==> config.mk <==
export PLATFORM = sky130hd
export DESIGN_NAME = prefill_fifo_stream_reader
export DESIGN_NICKNAME = d
export VERILOG_FILES = /design/src/rtl/prefill_fifo_stream_reader.sv
export SDC_FILE = /design/constraint.sdc
export NUM_CORES = 1
export LEC_CHECK = 0
export ABC_AREA = 1
export BUFFER_PORTS_ARGS = -buffer_cell sky130_fd_sc_hd__buf_2
export CAP_MARGIN = 10
export CORE_ASPECT_RATIO = 1.5
export CORE_UTILIZATION = 45
export CTS_BUF_LIST = sky130_fd_sc_hd__clkbuf_8
export DETAILED_ROUTE_END_ITERATION = 6
export HOLD_SLACK_MARGIN = 0.15
export PLACE_DENSITY = 0.76
export SLEW_MARGIN = 20
export SYNTH_ARGS = -nofsm -noshare
export SYNTH_HDL_FRONTEND = slang
export SYNTH_SLANG_ARGS = --single-unit
==> constraint.sdc <==
create_clock -name rd_clk -period 2.3 [get_ports rd_clk]
set_clock_uncertainty 0.2 [all_clocks]
set_input_delay 0 -clock rd_clk [delete_from_list [all_inputs] [get_ports rd_clk]]
set_output_delay 0 -clock rd_clk [all_outputs]
set_load 0.1 [all_outputs]
==> src/rtl/prefill_fifo_stream_reader.sv <==
// Read-domain consumer for the pre-filled async FIFO: waits for pre-fill, pops the FWFT port
// into a 2-entry skid buffer and emits fixed-length framed bursts, counting mid-frame starvation.
module prefill_fifo_stream_reader #(
  parameter int DATA_WIDTH = 8,
  parameter int FRAME_LEN  = 4,
  parameter int UNDERRUN_W = 8
) (
  input  logic                  rd_clk,
  input  logic                  rd_rst,
  input  logic                  enable,
  input  logic                  pre_fill_done_sync,
  input  logic                  fifo_empty,
  input  logic [DATA_WIDTH-1:0] fifo_rd_data,
  output logic                  fifo_rd_en,
  output logic                  m_valid,
  input  logic                  m_ready,
  output logic [DATA_WIDTH-1:0] m_data,
  output logic                  m_last,
  output logic [UNDERRUN_W-1:0] underrun_cnt,
  output logic [1:0]            state
);

  localparam int PC_W = (FRAME_LEN > 1) ? $clog2(FRAME_LEN) : 1;
  localparam logic [PC_W-1:0] LAST_IDX = PC_W'(FRAME_LEN - 1);

  typedef enum logic [1:0] {
    S_IDLE      = 2'd0,
    S_WAIT_FILL = 2'd1,
    S_STREAM    = 2'd2,
    S_FINISH    = 2'd3
  } state_t;

  state_t                          state_q, state_d;
  logic [1:0]                      count_q, count_d;
  logic [1:0][DATA_WIDTH-1:0]      data_q, data_d;
  logic [1:0]                      last_q, last_d;
  logic [PC_W-1:0]                 pop_cnt_q, pop_cnt_d;
  logic [UNDERRUN_W-1:0]           ur_q, ur_d;

  logic       accept;
  logic       has_space;
  logic       pop_block;
  logic [1:0] base;

  always_comb begin
    accept     = (count_q != 2'd0) && m_ready;
    has_space  = (count_q < 2'd2) || ((count_q == 2'd2) && accept);
    pop_block  = !enable && (pop_cnt_q == '0);
    fifo_rd_en = (state_q == S_STREAM) && !fifo_empty && has_space && !pop_block;

    // Shift out the accepted head first, then land the popped word in the first free slot.
    data_d    = data_q;
    last_d    = last_q;
    pop_cnt_d = pop_cnt_q;
    base      = count_q - 2'(accept);
    if (accept) begin
      data_d[0] = data_q[1];
      last_d[0] = last_q[1];
    end
    if (fifo_rd_en) begin
      data_d[base[0]] = fifo_rd_data;
      last_d[base[0]] = (pop_cnt_q == LAST_IDX);
      pop_cnt_d       = (pop_cnt_q == LAST_IDX) ? '0 : pop_cnt_q + PC_W'(1);
    end
    count_d = base + 2'(fifo_rd_en);

    ur_d = ur_q;
    if ((state_q == S_STREAM) && (pop_cnt_q != '0) && fifo_empty &&
        (count_q == 2'd0) && (ur_q != '1)) begin
      ur_d = ur_q + UNDERRUN_W'(1);
    end
  end

  always_comb begin
    state_d = state_q;
    case (state_q)
      S_IDLE:      if (enable) state_d = S_WAIT_FILL;
      S_WAIT_FILL: begin
        if (!enable)                 state_d = S_IDLE;
        else if (pre_fill_done_sync) state_d = S_STREAM;
      end
      S_STREAM:    if (pop_block) state_d = S_FINISH;
      S_FINISH:    if (count_d == 2'd0) state_d = S_IDLE;
      default:     state_d = S_IDLE;
    endcase
  end

  always_ff @(posedge rd_clk or posedge rd_rst) begin
    if (rd_rst) begin
      state_q   <= S_IDLE;
      count_q   <= 2'd0;
      data_q    <= '0;
      last_q    <= '0;
      pop_cnt_q <= '0;
      ur_q      <= '0;
    end else begin
      state_q   <= state_d;
      count_q   <= count_d;
      data_q    <= data_d;
      last_q    <= last_d;
      pop_cnt_q <= pop_cnt_d;
      ur_q      <= ur_d;
    end
  end

  assign m_valid      = (count_q != 2'd0);
  assign m_data       = data_q[0];
  assign m_last       = last_q[0];
  assign underrun_cnt = ur_q;
  assign state        = state_q;

endmodule

Yosys cells after proc, flatten, opt, wreduce, memory -nomap -nowiden. Cells that the tools add are included.

Register bits after elaboration: 32. Output and inout port bits: 21.

Add/subtract/negate cells: 4. Order comparisons: 3. Equal/unequal tests: 10. Muxes and demuxes: 17. Reductions and logical operators: 22.

Operators with widths (count): two-way mux 8 bit (3); bitwise mux 16 bit (1); two-way mux 2 bit (6); logical AND 1 bit (11); adder 8 x 1 -> 8 bit, second input constant (1); demux 8 bit (select 1 bit) (1); == test 2 bit, second input constant (4); logical NOT 2 bit (4); inequality test 8 bit, second input constant (1); case mux 2 bit (4 select lines) (1); inequality test 2 bit, second input constant (3); AND reduction 4 bit (1); nonzero test 2 bit (2); logical NOT 1 bit (3); two-way mux 1 bit (3); inequality test 3 bit, second input constant (1); adder 2 x 1 -> 2 bit (1); adder 2 x 1 -> 2 bit, second input constant (1); bitwise mux 2 bit (1); == test 2 x 1 -> 1 bit, second input constant (1); less-than comparator 1 x 2 -> 1 bit, second input constant (1); less-than comparator 2 bit, second input constant (1); subtractor 2 x 1 -> 2 bit (1); demux 1 bit (select 1 bit) (1); other kinds (2) (2).

Logic depth before layout (Yosys ltp). Gate-level depths: netlist (run 1).

Word-level depth: 10. Depth in mapped cells: 16. Gate-level depth less buffers: 14.

Worst setup path before layout (run 1). Ideal clock, no wire load.

Path kind: flip-flop to flip-flop. From: register (tool-made name). To: register last_q[1]. Library setup time: 0.136 ns. Arrival time: 2.601 ns. Slack: -0.637 ns. Stages on the path, launching flop included: 10. Path buffers: 3. Clock period less this slack: 2.937 ns. Cell sequence: dfrtp_1 > inv_1 > nor2_4 > o21ai_2 > nor3_4 > buf_6 > ha_1 > buf_2 > clkbuf_1 > o21ai_0.

RTL lines: end signal, assigned (line 100) `last_q <= last_d;`; end, declared (line 36) `logic [1:0] last_q, last_d;`.

Worst setup path after layout (run 1).
From: register pop_cnt_q[0]. To: register state_q[0], in the netlist state[0].

Word-level cells in the longest chain between the ends: 8. Elaborated cells between the ends (all ways): 9. Classes of those cells: add/sub (1); eq/ne (2); reduce/logical (6).

RTL lines: start, declared (line 37) `logic [PC_W-1:0] pop_cnt_q, pop_cnt_d;`; start signal, assigned (line 101) `pop_cnt_q <= pop_cnt_d;`; logical NOT 2 bit * (line 48) `pop_block = !enable && (pop_cnt_q == '0);`; logical AND 1 bit * (line 48); logical NOT 1 bit (line 49) `fifo_rd_en = (state_q == S_STREAM) && !fifo_empty && has_space && !pop_block;`; logical AND 1 bit (line 49); adder 2 x 1 -> 2 bit (line 65) `count_d = base + 2'(fifo_rd_en);`; logical NOT 2 bit (line 83) `S_FINISH: if (count_d == 2'd0) state_d = S_IDLE;`; inequality test 2 bit (no line); AND reduction 4 bit (no line) *; end signal, assigned (line 97) `state_q <= state_d;`; end, declared (line 33) `state_t state_q, state_d;`.

Every way passes the cells marked *; elsewhere a longest branch is shown, timed or not. A chain may end at the register's enable or synchronous reset.

==> impl_results.rst, run 1 <==
.. list-table::
   :header-rows: 1

   * - Metric
     - Value
   * - Run status
     - finished, final reports clean
   * - Antenna violations before repair
     - 0
   * - Synth-to-Final Area Change
     - 27.9%
   * - Placement row count
     - 27
   * - Die outline area
     - 4030 µm²
   * - Post-CTS resize count
     - 0
   * - Crit path arrival time
     - 2.00 ns
   * - Largest family of logic cells by synthesized area
     - simple AND/OR/NAND/NOR gates
   * - Maximum ir drop on the vdd rail
     - 0.880 mV
   * - Total chip power
     - 3240 µW
   * - Total of flip-flops plus latches after synthesis
     - 32
   * - Reg2reg path depth
     - 12
   * - Xor-xnor portion of the synthesized cell area
     - 0.0258
   * - Antenna Violating Nets Remaining
     - 0
   * - Switching power of the nets
     - 1810 µW
   * - Net count, final
     - 275
   * - Launch instance of the worst register-to-register path
     - pop_cnt_q[0]
   * - Number of cells on the worst hold path
     - 4
   * - Placement Setup Slack
     - 0.273 ns
   * - Endpoint, Worst Hold
     - data_q[14]
   * - Clock insertion delay at the later pin of the skew report
     - 0.28 ns
   * - DR WL/cell
     - 11.8 µm
   * - Element type at the critical path start
     - register
   * - Global-route wire length before repair
     - 5.94 mm
   * - TNS Setup
     - 0 ns
   * - Maximum clock frequency
     - 494 MHz
   * - CTS tree
     - built
   * - Port Buf Inserts
     - 34
   * - Logic gate share of total power
     - 0.585
   * - Number of global-route vias before repair
     - 1388
   * - Switching share of power
     - 0.560
   * - Basic-gate share of the synthesized area counting and, or, nand and nor cells
     - 0.266
   * - Setup violations, final
     - 0
   * - Static leakage
     - 0.00111 µW
   * - Worst hold-check path type
     - primary input to register
   * - Starting Density
     - 0.465
   * - I/O pins
     - 35
   * - Syn avg cell area
     - 8.12 µm²
   * - Adder-cell area share of the yosys netlist
     - 0.0369
   * - First-pass detailed-route iteration total
     - 4
   * - Final design utilization
     - 0.595
   * - Overall via count from detail_route
     - 1474
   * - Number of sinks handled by clock tree synthesis
     - 32
   * - Max-cap violations
     - 0
   * - Detail-routed via count per cell
     - 4.93
   * - Complex-gate fraction of the synthesized area
     - 0.0841
   * - DP HPWL
     - 2.44 mm
   * - Number of synthesis warnings
     - 0
   * - Critical path's slowest cell
     - dfrtp_1
   * - Remaining Overflow, GRT
     - 0
   * - Sequential share of the synthesized area
     - 0.472
   * - Highest-count cells in the layout ignoring fill and taps
     - nand2_1, buf_2, dfrtp_1
   * - Measured slew at the worst slew-check pin
     - 0.487 ns
   * - Syn_nets
     - 228
   * - Final cell area excluding filler cells
     - 2170 µm²
   * - Category of the worst setup path capture point
     - register
   * - Power Dens Cells
     - 1490 nW/µm²
   * - Count of mapped cells out of synthesis
     - 209
   * - Hold buffer count at cts
     - 14
   * - Share of final-layout standard cells stronger than drive strength 1
     - 0.262
   * - Final setup slack of the worst path
     - 0.275 ns
   * - Detailed Route WL
     - 3.52 mm
   * - Die H
     - 77.2 µm
   * - Synth unique cells
     - 26
   * - Clk root buf
     - clkbuf_8
   * - Total internal power
     - 1430 µW
   * - DRC violation total after the first TritonRoute iteration
     - 33
   * - Syn Std Cell Area
     - 1700 µm²
   * - Share of cell area taken by muxes after synthesis
     - 0
   * - Post-route DRC violation count
     - 0
   * - Placed standard-cell area
     - 1950 µm²
   * - Level count of the clock H-tree
     - 2
   * - Worst slew margin
     - 0.678
   * - Critical path's largest stage delay
     - 0.37 ns
   * - Final min period
     - 2.02 ns
   * - Commonest non-fill, non-tap cell in the layout
     - nand2_1
   * - Layout filler cell count
     - 328
   * - Critical path, cell by cell
     - inv_1, ha_1, inv_1, o21ai_2, nor3_4, ha_4, inv_1, nand3_1, nand3_1, nand2_1, nand3_1, nor2b_1
   * - Ant diodes
     - 0
   * - Post-CTS setup buffers
     - 0
   * - Number of buffers added by the clock tree synthesis step
     - 5
   * - Standard cell core area
     - 3650 µm²
   * - Ratio of final minimum period to clock period
     - 0.880
   * - Overall routing resource usage
     - 0.198
   * - Chip width
     - 52.1 µm
   * - Required arrival time at the worst endpoint
     - 2.28 ns
   * - Flop-to-flop setup slack
     - 0.28 ns
   * - Top fanout value on the critical path
     - 3
   * - Capture point of the worst reg-to-reg path
     - state[0]
   * - Global placement routability congestion
     - 0.837
   * - Maximum number of pins on one net before global-route repair
     - 20
   * - Setup repair after global routing missed its margin
     - false
   * - Number of endpoints with negative hold slack in the final report
     - 0
   * - Max-slew violation count
     - 0
   * - Clock transition time at the flip-flop clock pins of the worst setup and hold paths
     - 0.06 ns
   * - Critical setup path kind
     - register to register
   * - Buffers from clock root to sink, at most
     - 2
   * - Clock power share
     - 0.124
   * - Sequential fraction of design power
     - 0.291
   * - Hold path startpoint
     - fifo_rd_data[6]
Yosys cell counts (all sizes together):
cell type | count | share of area
nand3 | 17 | 0.053
inv | 28 | 0.062
nor2 | 7 | 0.023
nand4 | 1 | 0.0037
buf | 12 | 0.051
xor2 | 1 | 0.0052
nor3 | 2 | 0.013
a21oi | 3 | 0.0088
o21ai | 24 | 0.075
nor2b | 1 | 0.0037
dfrtp | 32 | 0.47
nand2 | 69 | 0.16
clkbuf | 1 | 0.0022
ha | 5 | 0.037
nand3b | 2 | 0.0088
xnor2 | 4 | 0.021
layout make-up:
class / instances / area, µm² / share of cell area
flip-flops and latches: 32 / 808 / 0.372
multi-input cells: 136 / 758 / 0.349
repair buffers: 53 / 363 / 0.167
inverters: 28 / 110 / 0.0507
clock buffers: 5 / 68.8 / 0.0317
well taps: 43 / 53.8 / 0.0248
clock inverters: 2 / 8.76 / 0.00403
metrics by stage:
| step | hold WS [ns] | std cells |
|---|---|---|
| 2_1_floorplan | -0.0838 | 209 |
| 3_3_place_gp | -0.211 | 278 |
| 3_5_place_dp | -0.207 | 278 |
| 4_1_cts | 0.276 | 299 |
| 5_1_grt | 0.309 | 299 |
| 6_report | 0.278 | 299 |
state kept, by name (all words and copies together), names as in the netlist, named ones only:
register	cells
data_q	8
underrun_cnt	8
pop_cnt_q	2
m_data	8
state	1
count_q	2
last_q	2
worst max path at each step:
stage                             from  endpoint  slack, ns  cells past startpoint
after global routing      pop_cnt_q[0]  state[0]       0.10                     12
after global placement      count_q[1]  state[0]       0.30                     13
after floorplan             count_q[1]  state[0]      -0.04                     15
after detailed placement  pop_cnt_q[0]  state[0]       0.27                     12
final                     pop_cnt_q[0]  state[0]       0.28                     12
after CTS                 pop_cnt_q[0]  state[0]       0.26                     12
power by group through the flow:
stage	logic, µW	registers, µW	clock network (µW)
4_1_cts	1910	942	410
6_report	1900	942	403
3_3_place_gp	1850	947	0
5_1_grt	2050	971	431
2_1_floorplan	1420	1230	0
3_5_place_dp	1880	952	0
metal layers:
layer | wire, µm | part of all wire | global-route usage
met3 | 121 | 0.034 | 0.0496
met2 | 1880 | 0.53 | 0.340
met1 | 1440 | 0.41 | 0.223
met5 | 0 | 0 | 0
met4 | 89 | 0.025 | 0.0868
worst max-delay path: cells and delay by family, from the launching register on:
family / cells / cell delay [ns]
AO/OA/AOI/OAI: 1 / 0.08
adder cells (fa/ha/maj): 2 / 0.36
buffers and inverters: 3 / 0.20
flip-flops: 1 / 0.37
AND/OR/NAND/NOR: 6 / 0.71
kinds of logic after synthesis:
kind of cell               after synthesis
and+or+nand+nor                         99
DFF                                     32
AOI/OAI and AO/OA                       27
xor gates and xnor gates                 5
buffers and inverters                   41
adders and majority gates                5
(Power assumes the default switching activity.)
==> inputs of run 2 (changes only) <==
--- a/config.mk
+++ b/config.mk
@@ -8,12 +8,14 @@
 export ABC_AREA = 1
 export BUFFER_PORTS_ARGS = -buffer_cell sky130_fd_sc_hd__buf_2
 export CAP_MARGIN = 10
+export CELL_PAD_IN_SITES_DETAIL_PLACEMENT = 1
+export CELL_PAD_IN_SITES_GLOBAL_PLACEMENT = 1
 export CORE_ASPECT_RATIO = 1.5
-export CORE_UTILIZATION = 45
+export CORE_UTILIZATION = 37
 export CTS_BUF_LIST = sky130_fd_sc_hd__clkbuf_8
 export DETAILED_ROUTE_END_ITERATION = 6
 export HOLD_SLACK_MARGIN = 0.15
-export PLACE_DENSITY = 0.76
+export PLACE_DENSITY = 0.83
 export SLEW_MARGIN = 20
 export SYNTH_ARGS = -nofsm -noshare
 export SYNTH_HDL_FRONTEND = slang
==> run 2 against run 1 <==
Net effect:
- the flow now finishes with violations (DRC)
- clock power hardly changed
- cell count up 0.67%
- sequential share of layout area rose by 0.064 points
- flip-flop and latch count stayed put
- critical path depth grew 1
- non-clock buffer count decreased by 1
- cell area fell by 0.17%
- worst setup slack got worse by 0.051 ns
- first-iteration DRC count up 27%
- clock-buffer cell count stayed put
- via count shrank 0.41%
- highest routed layer unchanged
==> impl_results.rst, run 2 (synthesis results as in run 1) <==
.. list-table::
   :header-rows: 1

   * - Metric
     - Value
   * - Setup violations, final
     - 0 (unchanged)
   * - Maximum clock frequency
     - 482 MHz (was 494 MHz)
   * - DR WL/cell
     - 13.3 µm (was 11.8 µm)
   * - Endpoint, Worst Hold
     - data_q[14] (unchanged)
   * - CTS tree
     - built (unchanged)
   * - DP HPWL
     - 2.79 mm (was 2.44 mm)
   * - Measured slew at the worst slew-check pin
     - 0.488 ns (was 0.487 ns)
   * - Placement row count
     - 29 (was 27)
   * - Final min period
     - 2.08 ns (was 2.02 ns)
   * - Top fanout value on the critical path
     - 19 (was 3)
   * - Share of final-layout standard cells stronger than drive strength 1
     - 0.259 (was 0.262)
   * - Total chip power
     - 3260 µW (was 3240 µW)
   * - Post-CTS resize count
     - 0 (unchanged)
   * - Clock insertion delay at the later pin of the skew report
     - 0.28 ns (about the same)
   * - Worst slew margin
     - 0.677 (was 0.678)
   * - Overall routing resource usage
     - 0.187 (was 0.198)
   * - Run status
     - finished, violations left (was finished, final reports clean)
   * - Critical setup path kind
     - register to register (unchanged)
   * - Static leakage
     - 0.00110 µW (was 0.00111 µW)
   * - DRC violation total after the first TritonRoute iteration
     - 42 (was 33)
   * - Launch instance of the worst register-to-register path
     - count_q[1] (was pop_cnt_q[0])
   * - Worst path most repeated cell
     - nand3_1
   * - Hold buffer count at cts
     - 14 (unchanged)
   * - Final setup slack of the worst path
     - 0.224 ns (was 0.275 ns)
   * - Commonest non-fill, non-tap cell in the layout
     - nand2_1 (unchanged)
   * - Remaining Overflow, GRT
     - 0 (unchanged)
   * - Number of buffers added by the clock tree synthesis step
     - 5 (unchanged)
   * - Required arrival time at the worst endpoint
     - 2.27 ns (was 2.28 ns)
   * - Placed standard-cell area
     - 1950 µm² (about the same)
   * - Critical path's largest stage delay
     - 0.40 ns (was 0.37 ns)
   * - Hold path startpoint
     - fifo_rd_data[6] (unchanged)
   * - Failing checks
     - DRC
   * - Detail-routed via count per cell
     - 4.88 (was 4.93)
   * - Global placement routability congestion
     - 0.790 (was 0.837)
   * - Synth-to-Final Area Change
     - 27.7% (was 27.9%)
   * - TNS Setup
     - 0 ns (unchanged)
   * - Placement Setup Slack
     - 0.204 ns (was 0.273 ns)
   * - Die outline area
     - 4870 µm² (was 4030 µm²)
   * - Post-CTS setup buffers
     - 0 (unchanged)
   * - Highest-count cells in the layout ignoring fill and taps
     - nand2_1, buf_2, dfrtp_1 (unchanged)
   * - Category of the worst setup path capture point
     - register (unchanged)
   * - Clock transition time at the flip-flop clock pins of the worst setup and hold paths
     - 0.06 ns (about the same)
   * - Number of global-route vias before repair
     - 1524 (was 1388)
   * - Flop-to-flop setup slack
     - 0.22 ns (was 0.28 ns)
   * - Detailed Route WL
     - 4.01 mm (was 3.52 mm)
   * - Post-route DRC violation count
     - 6 (was 0)
   * - Maximum ir drop on the vdd rail
     - 0.551 mV (was 0.880 mV)
   * - Max-cap violations
     - 0 (unchanged)
   * - Setup repair after global routing missed its margin
     - false (unchanged)
   * - Net count, final
     - 274 (was 275)
   * - Reg2reg path depth
     - 13 (was 12)
   * - Number of cells on the worst hold path
     - 4 (unchanged)
   * - Antenna Violating Nets Remaining
     - 0 (unchanged)
   * - Chip width
     - 57.3 µm (was 52.1 µm)
   * - Critical path, cell by cell
     - inv_2, nand2_8, nand2_8, inv_4, ha_4, inv_2, ha_4, inv_1, nand3_1, nand3_1, nand2_1, nand3_1, nor2b_1 (was inv_1, ha_1, inv_1, o21ai_2, nor3_4, ha_4, inv_1, nand3_1, nand3_1, nand2_1, nand3_1, nor2b_1)
   * - Buffers from clock root to sink, at most
     - 2 (unchanged)
   * - Critical path's slowest cell
     - dfrtp_1 (unchanged)
   * - Ant diodes
     - 0 (unchanged)
   * - Worst hold-check path type
     - primary input to register (unchanged)
   * - Overall via count from detail_route
     - 1468 (was 1474)
   * - Port Buf Inserts
     - 34 (unchanged)
   * - Global-route wire length before repair
     - 7.06 mm (was 5.94 mm)
   * - Level count of the clock H-tree
     - 2 (unchanged)
   * - Antenna violations before repair
     - 0 (unchanged)
   * - Maximum number of pins on one net before global-route repair
     - 27 (was 20)
   * - Power Dens Cells
     - 1510 nW/µm² (was 1490 nW/µm²)
   * - Number of sinks handled by clock tree synthesis
     - 32 (unchanged)
   * - Element type at the critical path start
     - register (unchanged)
   * - Capture point of the worst reg-to-reg path
     - state[0] (unchanged)
   * - Ratio of final minimum period to clock period
     - 0.903 (was 0.880)
   * - Die H
     - 84.9 µm (was 77.2 µm)
   * - I/O pins
     - 35 (unchanged)
   * - Crit path arrival time
     - 2.05 ns (was 2.00 ns)
   * - Clk root buf
     - clkbuf_8 (unchanged)
   * - Number of endpoints with negative hold slack in the final report
     - 0 (unchanged)
   * - Final cell area excluding filler cells
     - 2170 µm² (about the same)
   * - Standard cell core area
     - 4320 µm² (was 3650 µm²)
   * - Max-slew violation count
     - 0 (unchanged)
   * - First-pass detailed-route iteration total
     - 6 (was 4)
   * - Starting Density
     - 0.393 (was 0.465)
run 2: worst max-delay path by stage:
stage,slack (ns),end,from,depth (start not counted)
2_1_floorplan,-0.04,state[0],count_q[1],15
3_3_place_gp,0.30,state[0],count_q[1],13
3_5_place_dp,0.20,state[0],count_q[1],13
4_1_cts,0.20,state[0],count_q[1],13
5_1_grt,0.05,state[0],count_q[1],13
6_report,0.22,state[0],count_q[1],13
run 2: area by class of cell:
type / count / area [µm²]
well taps: 46 / 57.6
multi-input cells: 136 / 758
clock inverters: 2 / 8.76
inverters: 28 / 110
fillers: 525 / 2150
repair buffers: 52 / 355
flip-flops and latches: 32 / 808
clock buffers: 5 / 68.8
run 2: routing by layer:
layer | up-vias | wire length [µm] | GRT usage
met1 | 704 | 1600 | 0.221
li1 | 737 | - | -
met5 | - | 0 | 0
met4 | 0 | 53 | 0.0687
met2 | 22 | 2250 | 0.337
met3 | 5 | 104 | 0.0290
run 2: worst max-delay path: cells and delay by family, from the launching register on:
family | cells | cell delay (ns)
flops | 1 | 0.40
fa+ha+maj | 2 | 0.36
buf+inv | 4 | 0.28
simple gates | 7 | 0.71
run 2: through the flow:
step / cells / utilization / hold WS, ns
2_1_floorplan: 209 / - / -0.0838
3_3_place_gp: 280 / 0.451 / -0.263
3_5_place_dp: 280 / 0.451 / -0.256
4_1_cts: 301 / 0.502 / 0.275
5_1_grt: 301 / 0.502 / 0.326
6_report: 301 / 0.502 / 0.286
run 2: power by group:
part           internal, µW  total (µW)  switching, µW
combinational           416        1910           1490
clock                   201         401            200
sequential              808         954            145
